==> config.mk <==
export PLATFORM = sky130hd
export DESIGN_NAME = decoder_scanner
export DESIGN_NICKNAME = d
export VERILOG_FILES = /design/src/rtl/decoder_scanner.sv
export SDC_FILE = /design/constraint.sdc
export NUM_CORES = 1
export LEC_CHECK = 0
export CELL_PAD_IN_SITES_DETAIL_PLACEMENT = 0
export CELL_PAD_IN_SITES_GLOBAL_PLACEMENT = 1
export CORE_MARGIN = 4
export CORE_UTILIZATION = 31
export CTS_CLUSTER_SIZE = 16
export DETAILED_ROUTE_END_ITERATION = 16
export PLACE_DENSITY_LB_ADDON = 0.1
export SYNTH_ARGS = -nofsm -noshare
export SYNTH_HDL_FRONTEND = slang
export SYNTH_SLANG_ARGS = --single-unit
==> constraint.sdc <==
create_clock -name clk -period 1.4 [get_ports clk]
set_input_delay 0.21 -clock clk [delete_from_list [all_inputs] [get_ports clk]]
set_output_delay 0.21 -clock clk [all_outputs]
set_load 0.05 [all_outputs]
==> src/rtl/decoder_scanner.sv <==
// One-hot decoder with direct and scan commands; optional scan mode under DECODER_SCAN_EN.
// All outputs are registered; enable=0 blanks y and freezes the sequencer.
module decoder_scanner #(
    parameter int N = 3
) (
    input  logic             clk,
    input  logic             rst_n,
    input  logic             enable,
    input  logic             load,
    input  logic             mode,
    input  logic [N-1:0]     addr,
    output logic [2**N-1:0]  y,
    output logic             busy,
    output logic             scan_done
);
    localparam int W = 2**N;
    localparam logic [W-1:0] ONE = W'(1);

    // state  | meaning
    // IDLE   | waiting for load, y=0
    // DIRECT | showing 1<<idx for one enabled cycle
    // SCAN   | stepping idx through all 2**N positions
    typedef enum logic [1:0] {
        IDLE   = 2'd0,
        DIRECT = 2'd1
`ifdef DECODER_SCAN_EN
        ,SCAN  = 2'd2
`endif
    } state_t;

    state_t         state, state_nxt;
    logic [N-1:0]   idx, idx_nxt;
    logic           held, held_nxt;
    logic [W-1:0]   y_nxt;
    logic           busy_nxt;

`ifdef DECODER_SCAN_EN
    localparam logic [N-1:0] LAST = {N{1'b1}};
    logic [N-1:0]   step, step_nxt;
    logic           done_nxt;
`else
    logic           unused_mode;
    assign unused_mode = mode;
`endif

    // held marks a pause: the first enabled edge afterwards re-displays idx without advancing
    always_comb begin
        state_nxt = state;
        idx_nxt   = idx;
        held_nxt  = held;
        y_nxt     = y;
`ifdef DECODER_SCAN_EN
        step_nxt  = step;
        done_nxt  = 1'b0;
`endif
        if (!enable) begin
            y_nxt    = '0;
            held_nxt = (state != IDLE);
        end else begin
            held_nxt = 1'b0;
            case (state)
                IDLE: begin
                    y_nxt = '0;
                    if (load) begin
                        idx_nxt = addr;
                        y_nxt   = ONE << addr;
`ifdef DECODER_SCAN_EN
                        step_nxt  = '0;
                        state_nxt = mode ? SCAN : DIRECT;
`else
                        state_nxt = DIRECT;
`endif
                    end
                end
                DIRECT: begin
                    if (held) begin
                        y_nxt = ONE << idx;
                    end else begin
                        state_nxt = IDLE;
                        y_nxt     = '0;
                    end
                end
`ifdef DECODER_SCAN_EN
                SCAN: begin
                    if (held) begin
                        y_nxt    = ONE << idx;
                        done_nxt = (step == LAST);
                    end else if (step == LAST) begin
                        state_nxt = IDLE;
                        y_nxt     = '0;
                    end else begin
                        idx_nxt  = idx + N'(1);
                        step_nxt = step + N'(1);
                        y_nxt    = ONE << idx_nxt;
                        done_nxt = (step_nxt == LAST);
                    end
                end
`endif
                default: begin
                    state_nxt = IDLE;
                    y_nxt     = '0;
                end
            endcase
        end
        busy_nxt = (state_nxt != IDLE);
    end

    always_ff @(posedge clk or negedge rst_n) begin
        if (!rst_n) begin
            state <= IDLE;
            idx   <= '0;
            held  <= 1'b0;
            y     <= '0;
            busy  <= 1'b0;
        end else begin
            state <= state_nxt;
            idx   <= idx_nxt;
            held  <= held_nxt;
            y     <= y_nxt;
            busy  <= busy_nxt;
        end
    end

`ifdef DECODER_SCAN_EN
    always_ff @(posedge clk or negedge rst_n) begin
        if (!rst_n) begin
            step      <= '0;
            scan_done <= 1'b0;
        end else begin
            step      <= step_nxt;
            scan_done <= done_nxt;
        end
    end
`else
    assign scan_done = 1'b0;
`endif

endmodule

After elaboration in Yosys (flattened, before gate mapping)
Index checks and enable logic that the tools add are counted.
{ "classes": {"mux": 9, "eq_ne": 1, "mul": 0, "n_div": 0, "shift": 2, "addsub": 0, "n_bitwise": 0, "reduce_logical": 4, "magnitude_cmp": 0} }
{ "op_table": {"columns": ["operator", "n"], "rows": [
  ["8-bit 2-to-1 mux", 3],
  ["8-bit one-hot mux with 2 select lines", 1],
  ["1-bit by 3-bit << shifter with 8-bit output, first input constant", 2],
  ["2-bit 2-to-1 mux", 3],
  ["2-bit one-hot mux with 2 select lines", 1],
  ["2-bit nonzero test", 2],
  ["3-bit AND reduction", 1],
  ["2-bit by 1-bit == test with 1-bit output, second input constant", 1],
  ["2-bit zero test", 1],
  ["1-bit 2-to-1 mux", 1]
]} }
{ "word_totals": {"latchBits": 0, "regBits": 15, "out_inout_bits": 10, "memories": 0, "rom_bits": 0, "mem_bits_rw": 0, "word_cells": 21} }

Logic depth before layout (Yosys ltp)
{ "depth": {"ltp_word": 4, "mapped_depth": 4} }

Least setup slack after synthesis
OpenSTA, ideal clock, no wires.
{ "synth_path": {"path_type": "reg-to-reg", "startpoint": "reg state[1]", "endpoint": "reg y[2]", "setup_time_ps": 83, "t_arrival_ps": 1396, "path_stages_with_launch": 4, "n_path_buf": 0, "setup_slack_ps": -78, "path_cell_list": "dfrtp_1 or4b_4 or4_1 o21ai_0"} }
{ "synth_via": {"elab_chain_cells": 3, "elab_cells_between_ends": 4, "cone_classes": "eq/ne: 1; mux: 2; reduce/logical: 1"} }
{ "synth_lines": {"columns": ["item", "line_no", "source"], "rows": [
  ["start, declared", "31", "state_t state, state_nxt;"],
  ["start signal, assigned", "116", "state <= state_nxt;"],
  ["2-bit by 1-bit == test with 1-bit output or 2-bit zero test (tied branches)", "61", "case (state)"],
  ["8-bit one-hot mux with 2 select lines (*)", "61", null],
  ["8-bit 2-to-1 mux (*)", "56", "if (!enable) begin"],
  ["named net y_nxt[2]", "34", "logic [W-1:0] y_nxt;"],
  ["end signal, assigned", "119", "y <= y_nxt;"],
  ["end, declared", "12", "output logic [2**N-1:0] y,"]
]} }
Mark *: on every way through the listed nets, which the timed path passes. The rest lies on a longest branch.
A chain may end at the register's enable or synchronous reset.

Worst setup path in the final report
{ "layout_path": {"startpoint": "reg state[0]", "endpoint": "reg y[2]"} }
Same word-level chain as after synthesis.

==> impl_metrics.toml <==
[grt]
antenna_found_initial = 0
grt.total_usage = 0.114
grt_pass1_vias = 484
grt_max_degree = 16
grt_pass1_wl_um = 2270
grt-ovfl-total = 0

[pwr]
p_total_mw = 1.11
ir_drop_mv = 0.770
netSwitchingPower_uw = 342
seq_power_share = 0.495
power_frac_comb = 0.291
swShare = 0.309
pwr-share-clk = 0.214
leakage_nw = 0.455
power_density_nw_per_um2 = 1060
internal_power_uw = 764

[synthesis]
yosys.cell_count.top_type = "dfrtp_1"
avgSynthCellArea_um2 = 11.6
syn_nets = 63
synthMuxAreaShare = 0.0353
synth_common_cells = "dfrtp_1 (15), nand2_1 (4), o21ai_0 (4), o32ai_1 (4), o22ai_1 (3)"
ys_ff_latch = 15
synth-simple-area-share = 0.212
yosysWarnings = 0
synth_edf_count = 0
synthAdderAreaFrac = 0
synth_xor_xnor_area_share = 0
yosysTopAreaCellShare = 0.588
synth_flop_cell = "dfrtp_1"
synth_compound_area_frac = 0.127
yosysSeqAreaShare = 0.588
ys_types = 24
syn_area_um2 = 638
synthTopCellsByArea = "dfrtp_1 (59%), o32ai_1 (5.5%), mux2_2 (3.5%), o21ai_0 (3.1%), o22ai_1 (2.9%)"
synthArstFlopShare = 1.00
synth_cells = 55
yosysTopAreaCell = "dfrtp_1"
synth_top_family_by_area = "simple AND/OR/NAND/NOR gates"

[placement]
dp_cells = 109
post-dp-hpwl_um = 1050
post-place-ws_ns = -0.331
place_congestion = 0.780
io_buffers = 15
placed_cell_area_um2 = 1000

[routing]
wirelength_met1_um = 633
first_iter_violations = 14
top_layer_used = "met4"
totalWireLength_um = 1360
wl_met3_um = 88
vias = 512
wl_met2_um = 631
ant_nets = 0
drc_errors = 0
viasPerCell = 4.53
dr.pass1.iters = 4
wl_per_cell_um = 12.1

[finish]
nets = 95
fillers = 182
regArea_um2 = 375
multi_input_area_um2 = 258
postLayoutCellArea_um2 = 1050
layout-drive-gt1-share = 0.372
final_cells = 113
area_growth_pct = 63.9
antenna_cells = 0

[setup_path]
cp.arrival_ns = 1.65
reg2reg_setup_slack_ns = -0.04
worstReg2RegStart = "state[0]$_DFF_PN0_"
worst-path-max-fanout = 2
max_stage_delay_ns = 0.51
rr_endpoint = "y[2]$_DFF_PN0_"
required_ns = 1.61
r2r_cells = 3
crit_path_start_kind = "flop"
cp_cell_sequence = "or4b_4 > or4_1 > o21ai_1"
worstSetupEndpointType = "flop"
crit_type = "flop to flop"
crit_slowest_cell = "or4b_4"

[clocking]
cts_buffers = 3
h-tree-depth = 1
worstSkewPairLatency_ns = 0.27
post_cts_resized = 1
post_cts_buffers = 0
clk_path_buf_depth = 2
root_buffer = "clkbuf_4"
clk_pin_slew_ns = 0.09
holdBufCountCts = 0
cts_tree = "yes"
clock_sinks = 15

[sta]
rsz0062_at_grt = "true"
setup_viol = 1
fin_crit_ns = 1.44
drv_slew = 0
hold_viol = 0
worst_slack_ns = -0.0436
timing.setup.tns_ns = -0.0436
clock.fmax_ghz = 0.693
period_share = 1.03
fin_skew_ns = 0.00547

[die]
die_w_um = 53.4
core-area_um2 = 1960
rows = 16
dieHeight_um = 53.4
initial_core_util = 0.325
ios = 18
die_area_um2 = 2850

[status]
violations = "setup timing"
outcome = "finished with violations"

[hold_path]
hold_class = "input pin to asynchronous set/reset pin"

[flow_run]
cap_violations = 0
[routing by layer]
layer	GRT usage	up-vias
li1	-	264
met1	0.150	233
met2	0.165	13
met3	0.0254	2
met4	0.0766	0
met5	0	-
[state kept, by name, indices dropped and copies added (netlist names)]
| signal | cells |
|---|---|
| held | 1 |
| busy | 1 |
| state | 2 |
| idx | 3 |
| y | 8 |
[how the worst max path moves through the flow]
stage,slack (ns),to,from,depth (start not counted)
after floorplan,-0.05,y[2]$_DFF_PN0_,state[0]$_DFF_PN0_,3
after global placement,-0.32,y[2]$_DFF_PN0_,addr[2],4
after detailed placement,-0.33,y[2]$_DFF_PN0_,addr[2],4
after CTS,-0.05,y[2]$_DFF_PN0_,state[0]$_DFF_PN0_,3
after global routing,-0.11,y[2]$_DFF_PN0_,state[0]$_DFF_PN0_,3
final,-0.04,y[2]$_DFF_PN0_,state[0]$_DFF_PN0_,3
[power groups by stage]
| stage | registers, mW | logic [mW] | clock network, mW |
|---|---|---|---|
| 2_1_floorplan | 0.585 | 0.107 | 0 |
| 3_3_place_gp | 0.550 | 0.316 | 0 |
| 3_5_place_dp | 0.550 | 0.316 | 0 |
| 4_1_cts | 0.541 | 0.317 | 0.250 |
| 5_1_grt | 0.558 | 0.348 | 0.272 |
| 6_report | 0.548 | 0.322 | 0.237 |
[stage by stage]
stage / util / hold WS, ns
final: 0.533 / 0.240
after detailed placement: 0.512 / 0.540
after global routing: 0.533 / 0.251
after CTS: 0.526 / 0.242
after floorplan: - / -0.0856
after global placement: 0.512 / 0.541
[critical path, delay by kind of cell, from the launching register on]
kind | cells | cell delay, ns
AOI/OAI and AO/OA | 1 | 0.08
DFF | 1 | 0.38
and+or+nand+nor | 2 | 0.91
[logic make-up after synthesis]
group / after synthesis
flops: 15
compound gates: 12
simple gates: 21
buf+inv: 4
other cells: 1
mux: 2
[placed cells by master (no fill, tap or decap), drive strengths merged]
master	instances
a21boi	1
and2b	1
buf	23
clkbuf	4
clkdlybuf4s50	6
conb	1
dfrtp	15
inv	2
mux2	2
nand2	4
nand2b	2
nand3	2
nand3b	1
nand4	1
nand4b	2
nand4bb	1
nor2	2
nor2b	1
o21ai	4
o22ai	3
o32ai	4
or2	1
or3	1
or4	1
or4b	1
[layout make-up]
cell class	count	area share
timing repair buffer	29	0.330
multi-input combinational	36	0.246
sequential	15	0.359
tap	27	0.0323
inverter	2	0.00718
clock buffer	4	0.0251
(Power assumes the default switching activity.)
==> RTL change 1 (config.mk and constraints unchanged) <==
Build with the macro `DECODER_SCAN_EN` defined.
--- a/src/rtl/decoder_scanner.sv
+++ b/src/rtl/decoder_scanner.sv
@@ -2,2 +2,4 @@
 // All outputs are registered; enable=0 blanks y and freezes the sequencer.
+`define DECODER_SCAN_EN
+
 module decoder_scanner #(
Behaviour: not the same (a bounded check fails within 4 cycles, from zero or initial values and one cycle with rst_n low).
==> RTL change 1 against the original RTL <==
  * The run still ends with setup timing left
  * Setup slack worse by 310 ps
  * Total power increased by 130%
  * Sequential cell count up 4
  * Final area is 68% higher
  * Routed wire length increased by 120%
  * Die area increased by 69%
  * Area after synthesis is 83% higher
  * Critical path type unchanged
  * Largest cell class is now multi-input combinational cells
==> RTL change 1: results (changes against the original RTL) <==
| Metric | Value |
|---|---|
| Syn nets | `132 (+110%)` |
| Pleak | `0.000782 µW (+72%)` |
| Reg2reg end | `step[0]` |
| Final hold slack | `287 ps (+47.2 ps)` |
| IO Port Bufs | `17 (+2)` |
| Max transition margin | `0.721` |
| CTS Root Cell | `clkbuf_8` |
| CP max FO | `3 (+1)` |
| Met3 usage | `0.0406 (+0.0152)` |
| Final TNS setup | `-4160 ps (-4120 ps)` |
| WL met2 | `1410 µm (+120%)` |
| GRT met1 Usage | `0.180 (+0.0299)` |
| Reg2Reg Launch Point | `step[0]` |
| Top Metal Used | `met4` |
| Biggest registers after layout | `y (8), idx (3), step (3)` |
| Met1 wire length | `1400 µm (+120%)` |
| Largest net degree at the start of global routing | `20 (+4)` |
| First DRT Iteration DRCs | `59 (+45)` |
| RePlAce Congestion | `0.786 (+0.72%)` |
| Layout cell share with drive strength beyond 1 | `0.310 (-0.0624)` |
| Routed WL per cell | `14.8 µm (+23%)` |
| Avg Synthesized Cell Area | `10.3 µm² (-12%)` |
| Global Route Usage Sum | `0.135 (+0.0209)` |
| Seq/Total Area, Yosys | `0.406 (-0.182)` |
| Length of routed met3 wiring | `133 µm (+51%)` |
| Final setup fails | `17 (+16)` |
| Status | `complete, but fails checks` |
| CTS resizes | `5 (+4)` |
| Placed cell areas | `0.00168 mm² (+67%)` |
| Vias | `1034 (+100%)` |
| Distinct cells, synth | `35 (+46%)` |
| Slack of the critical path | `-349 ps (-305 ps)` |
| Synth area leaders | `dfrtp_1 (41%), ha_1 (11%), mux2i_1 (3.4%)` |
| Antenna violations before repair | `0 (unchanged)` |
| DR vias/cell | `5.09 (+12%)` |
| Layout Skew | `4.05 ps (-1.42 ps)` |
| Vias in the first global route | `1091 (+130%)` |
| Nets | `174 (+83%)` |
| Violated checks | `setup timing` |
| Met2 usage | `0.204 (+0.0391)` |
| Pre-CTS setup slack | `-374 ps (-42.5 ps)` |
| Global-route wire length before repair | `5280 µm (+130%)` |
## RTL change 1: cell types whose count changed after synthesis, sizes merged, moves of 3 or more
cell,delta
a21oi,+7
a31oi,+5
a32oi,+3
and3b,+3
dfrtp,+4
ha,+10
inv,+5
mux2i,+4
nand3,+5
nand3b,+3
nand4,+4
o22ai,-3
o32ai,-3
## RTL change 1: how the worst max path moves through the flow
stage | slack (ps) | cells past startpoint | to | start
detailed placement | -370 | 6 | idx[1] | step[1]
finish | -350 | 5 | step[0] | step[0]
global placement | -320 | 5 | step[0] | step[1]
CTS | -360 | 5 | step[0] | step[0]
global route | -440 | 6 | step[2] | step[0]
floorplan | -410 | 5 | step[0] | step[1]
## RTL change 1: cells by family (layout without fill, tap and decap cells)
logic type,Yosys count,count (layout),synth area share
simple gates,46,46,0.257
compound gates,21,21,0.123
flops,19,19,0.406
buf+inv,11,52,0.0396
fa+ha+maj,10,10,0.107
mux,6,6,0.0599
xor+xnor,1,1,0.00749
## RTL change 1: worst max-delay path, stage by stage (launching register included)
cell     delay [ps]
dfrtp_1         390
ha_2            200
ha_4            160
or3b_4          390
a21oi_4         190
mux2_4          310
## RTL change 1: power by group through the flow
| stage | Combinational [µW] | Sequential, µW | Clock, µW |
|---|---|---|---|
| 2_1_floorplan | 610 | 873 | 0 |
| 3_3_place_gp | 1310 | 765 | 0 |
| 3_5_place_dp | 1320 | 767 | 0 |
| 4_1_cts | 1350 | 757 | 404 |
| 5_1_grt | 1490 | 774 | 439 |
| 6_report | 1370 | 758 | 392 |
## RTL change 1: cell type report
| type | instances | area [µm²] |
|---|---|---|
| inverters | 7 | 26.3 |
| multi-input cells | 84 | 688 |
| clock buffers | 4 | 45.0 |
| repair buffers | 41 | 458 |
| flip-flops and latches | 19 | 475 |
| well taps | 48 | 60.1 |
| fillers | 333 | 1910 |
==> RTL change 2 (config.mk and constraints unchanged) <==
Without the edit above. Put one more register stage on the output `y`. The value now appears one clock later. The other outputs are not delayed to match. Comments in the files are not updated.
--- a/src/rtl/decoder_scanner.sv
+++ b/src/rtl/decoder_scanner.sv
@@ -30,2 +30,4 @@
 
+    logic [2**N-1:0] y_s0;
+
     state_t         state, state_nxt;
@@ -50,3 +52,3 @@
         held_nxt  = held;
-        y_nxt     = y;
+        y_nxt     = y_s0;
 `ifdef DECODER_SCAN_EN
@@ -112,3 +114,3 @@
             held  <= 1'b0;
-            y     <= '0;
+            y_s0  <= '0;
             busy  <= 1'b0;
@@ -118,3 +120,3 @@
             held  <= held_nxt;
-            y     <= y_nxt;
+            y_s0  <= y_nxt;
             busy  <= busy_nxt;
@@ -137,2 +139,6 @@
 
+    always_ff @(posedge clk) begin
+        y <= y_s0;
+    end
+
 endmodule
Formal check against the unedited RTL: not equivalent (Yosys sat finds a counterexample within 4 cycles, from zero or initial values and one cycle with rst_n low).
==> RTL change 2 against the original RTL <==
  * Routed wire length up 12%
  * Highest routed layer unchanged
  * Critical path depth unchanged
  * Sequential cell count up 8
  * Global-route usage down 0.74 points
  * Final area up 16%
  * Maximum frequency down 1.4%
  * Area after synthesis up 25%
  * The run still ends with setup timing left
  * Setup slack worse by 21 ps
  * Total power up 26%
==> RTL change 2: results (changes against the original RTL) <==
| Metric | Value |
|---|---|
| Status | `complete, but fails checks` |
| Violated checks | `setup timing` |
| Met1 wire length | `675 µm (+6.6%)` |
| IO Port Bufs | `15 (unchanged)` |
| Post-Synth XOR/XNOR Area | `0 (unchanged)` |
| First DRT Iteration DRCs | `11 (-3)` |
| Length of routed met3 wiring | `84 µm (-4.5%)` |
| Global Route Usage Sum | `0.107 (-0.00736)` |
| DP HPWL | `1150 µm (+10%)` |
| Compound-cell area share of the yosys netlist | `0.102 (-0.0256)` |
| RePlAce Congestion | `0.760 (-2.6%)` |
| Seq/Total Area, Yosys | `0.671 (+0.0826)` |
| Slack of the critical path | `-64.2 ps (-20.6 ps)` |
| Worst-Skew Late Latency | `290 ps (+20 ps)` |
| Vias in the first global route | `630 (+30%)` |
| Peak supply drop | `0.544 mV (-29%)` |
| Reg2reg end | `y_s0[2]` |
| CP max stage cell | `or4b_4` |
| Layout Skew | `2.54 ps (-2.94 ps)` |
| Final TNS setup | `-64.2 ps (-20.6 ps)` |
| CP max FO | `2 (unchanged)` |
| Top Metal Used | `met4` |
| Largest net degree at the start of global routing | `16 (unchanged)` |
| Cell family with the largest share of critical-path delay | `simple AND/OR/NAND/NOR gates` |
| Routed WL per cell | `12.4 µm (+2.8%)` |
| GRT met1 Usage | `0.138 (-0.0118)` |
| Post-Synth Adder-Cell Area | `0 (unchanged)` |
| Layout cell share with drive strength beyond 1 | `0.355 (-0.0173)` |
| Distinct cells, synth | `25 (+4.2%)` |
| Pleak | `0.000519 µW (+14%)` |
| Met3 usage | `0.0307 (+0.00535)` |
| Top post-synthesis cells by count | `dfrtp_1 (15), dfxtp_1 (8), nand2_1 (4), o21ai_0 (4), o32ai_1 (4)` |
| Worst setup path start | `state[1]` |
| Nets | `102 (+7.4%)` |
| Final setup fails | `1 (unchanged)` |
| Crit. End Element | `register` |
| Crit path DAT | `1700 ps (+50 ps)` |
| DRT Pass-1 Iters | `4 (unchanged)` |
| Vias | `599 (+17%)` |
| Clk slew on worst S/H paths | `120 ps (+30 ps)` |
| Syn nets | `71 (+13%)` |
| Biggest registers after layout | `y (8), y_s0 (8), idx (3)` |
| CTS Buf Count | `3 (unchanged)` |
| Met2 usage | `0.166 (+0.000309)` |
| Global-route wire length before repair | `2780 µm (+22%)` |
| Synth async-reset ratio | `0.652 (-0.348)` |
| Post-CTS Setup Repair Bufs | `0 (unchanged)` |
| Mux contribution to synthesized area | `0.0282 (-0.00708)` |
| Synth area leaders | `dfrtp_1 (47%), dfxtp_1 (20%), o32ai_1 (4.4%)` |
| WL met2 | `750 µm (+19%)` |
[RTL change 2: cell types whose count changed after synthesis, sizes merged]
cell,change
dfxtp,+8
[RTL change 2: metrics by stage]
step                      area [µm²]  setup WS, ps  hold slack [ps]  utilization  std cells
after global placement          1160          -307              324        0.469        119
after detailed placement        1160          -365              331        0.469        119
after global routing            1210          -105              215        0.488        123
after CTS                       1190         -90.0              211        0.479        123
after floorplan                  798         -52.1            -85.6            -         63
final                           1210         -64.2              215        0.488        123
[RTL change 2: area by class of cell]
type	count	area, µm²
Fill cell	236	1270
Sequential cell	23	536
Timing Repair Buffer	28	338
Multi-Input combinational cell	36	265
Tap cell	30	37.5
Clock buffer	4	26.3
Inverter	2	7.51
[RTL change 2: timing repair]
action	CTS	global route
resized for setup	1	5
endpoints found under the setup margin	1	7
hold buffers	0	0
pin swaps	0	1
[RTL change 2: report_power, final]
group / switching (µW) / total [µW] / internal, µW
sequential: 66.9 / 786 / 719
clock: 178 / 289 / 111
combinational: 154 / 320 / 166
total: 399 / 1390 / 996
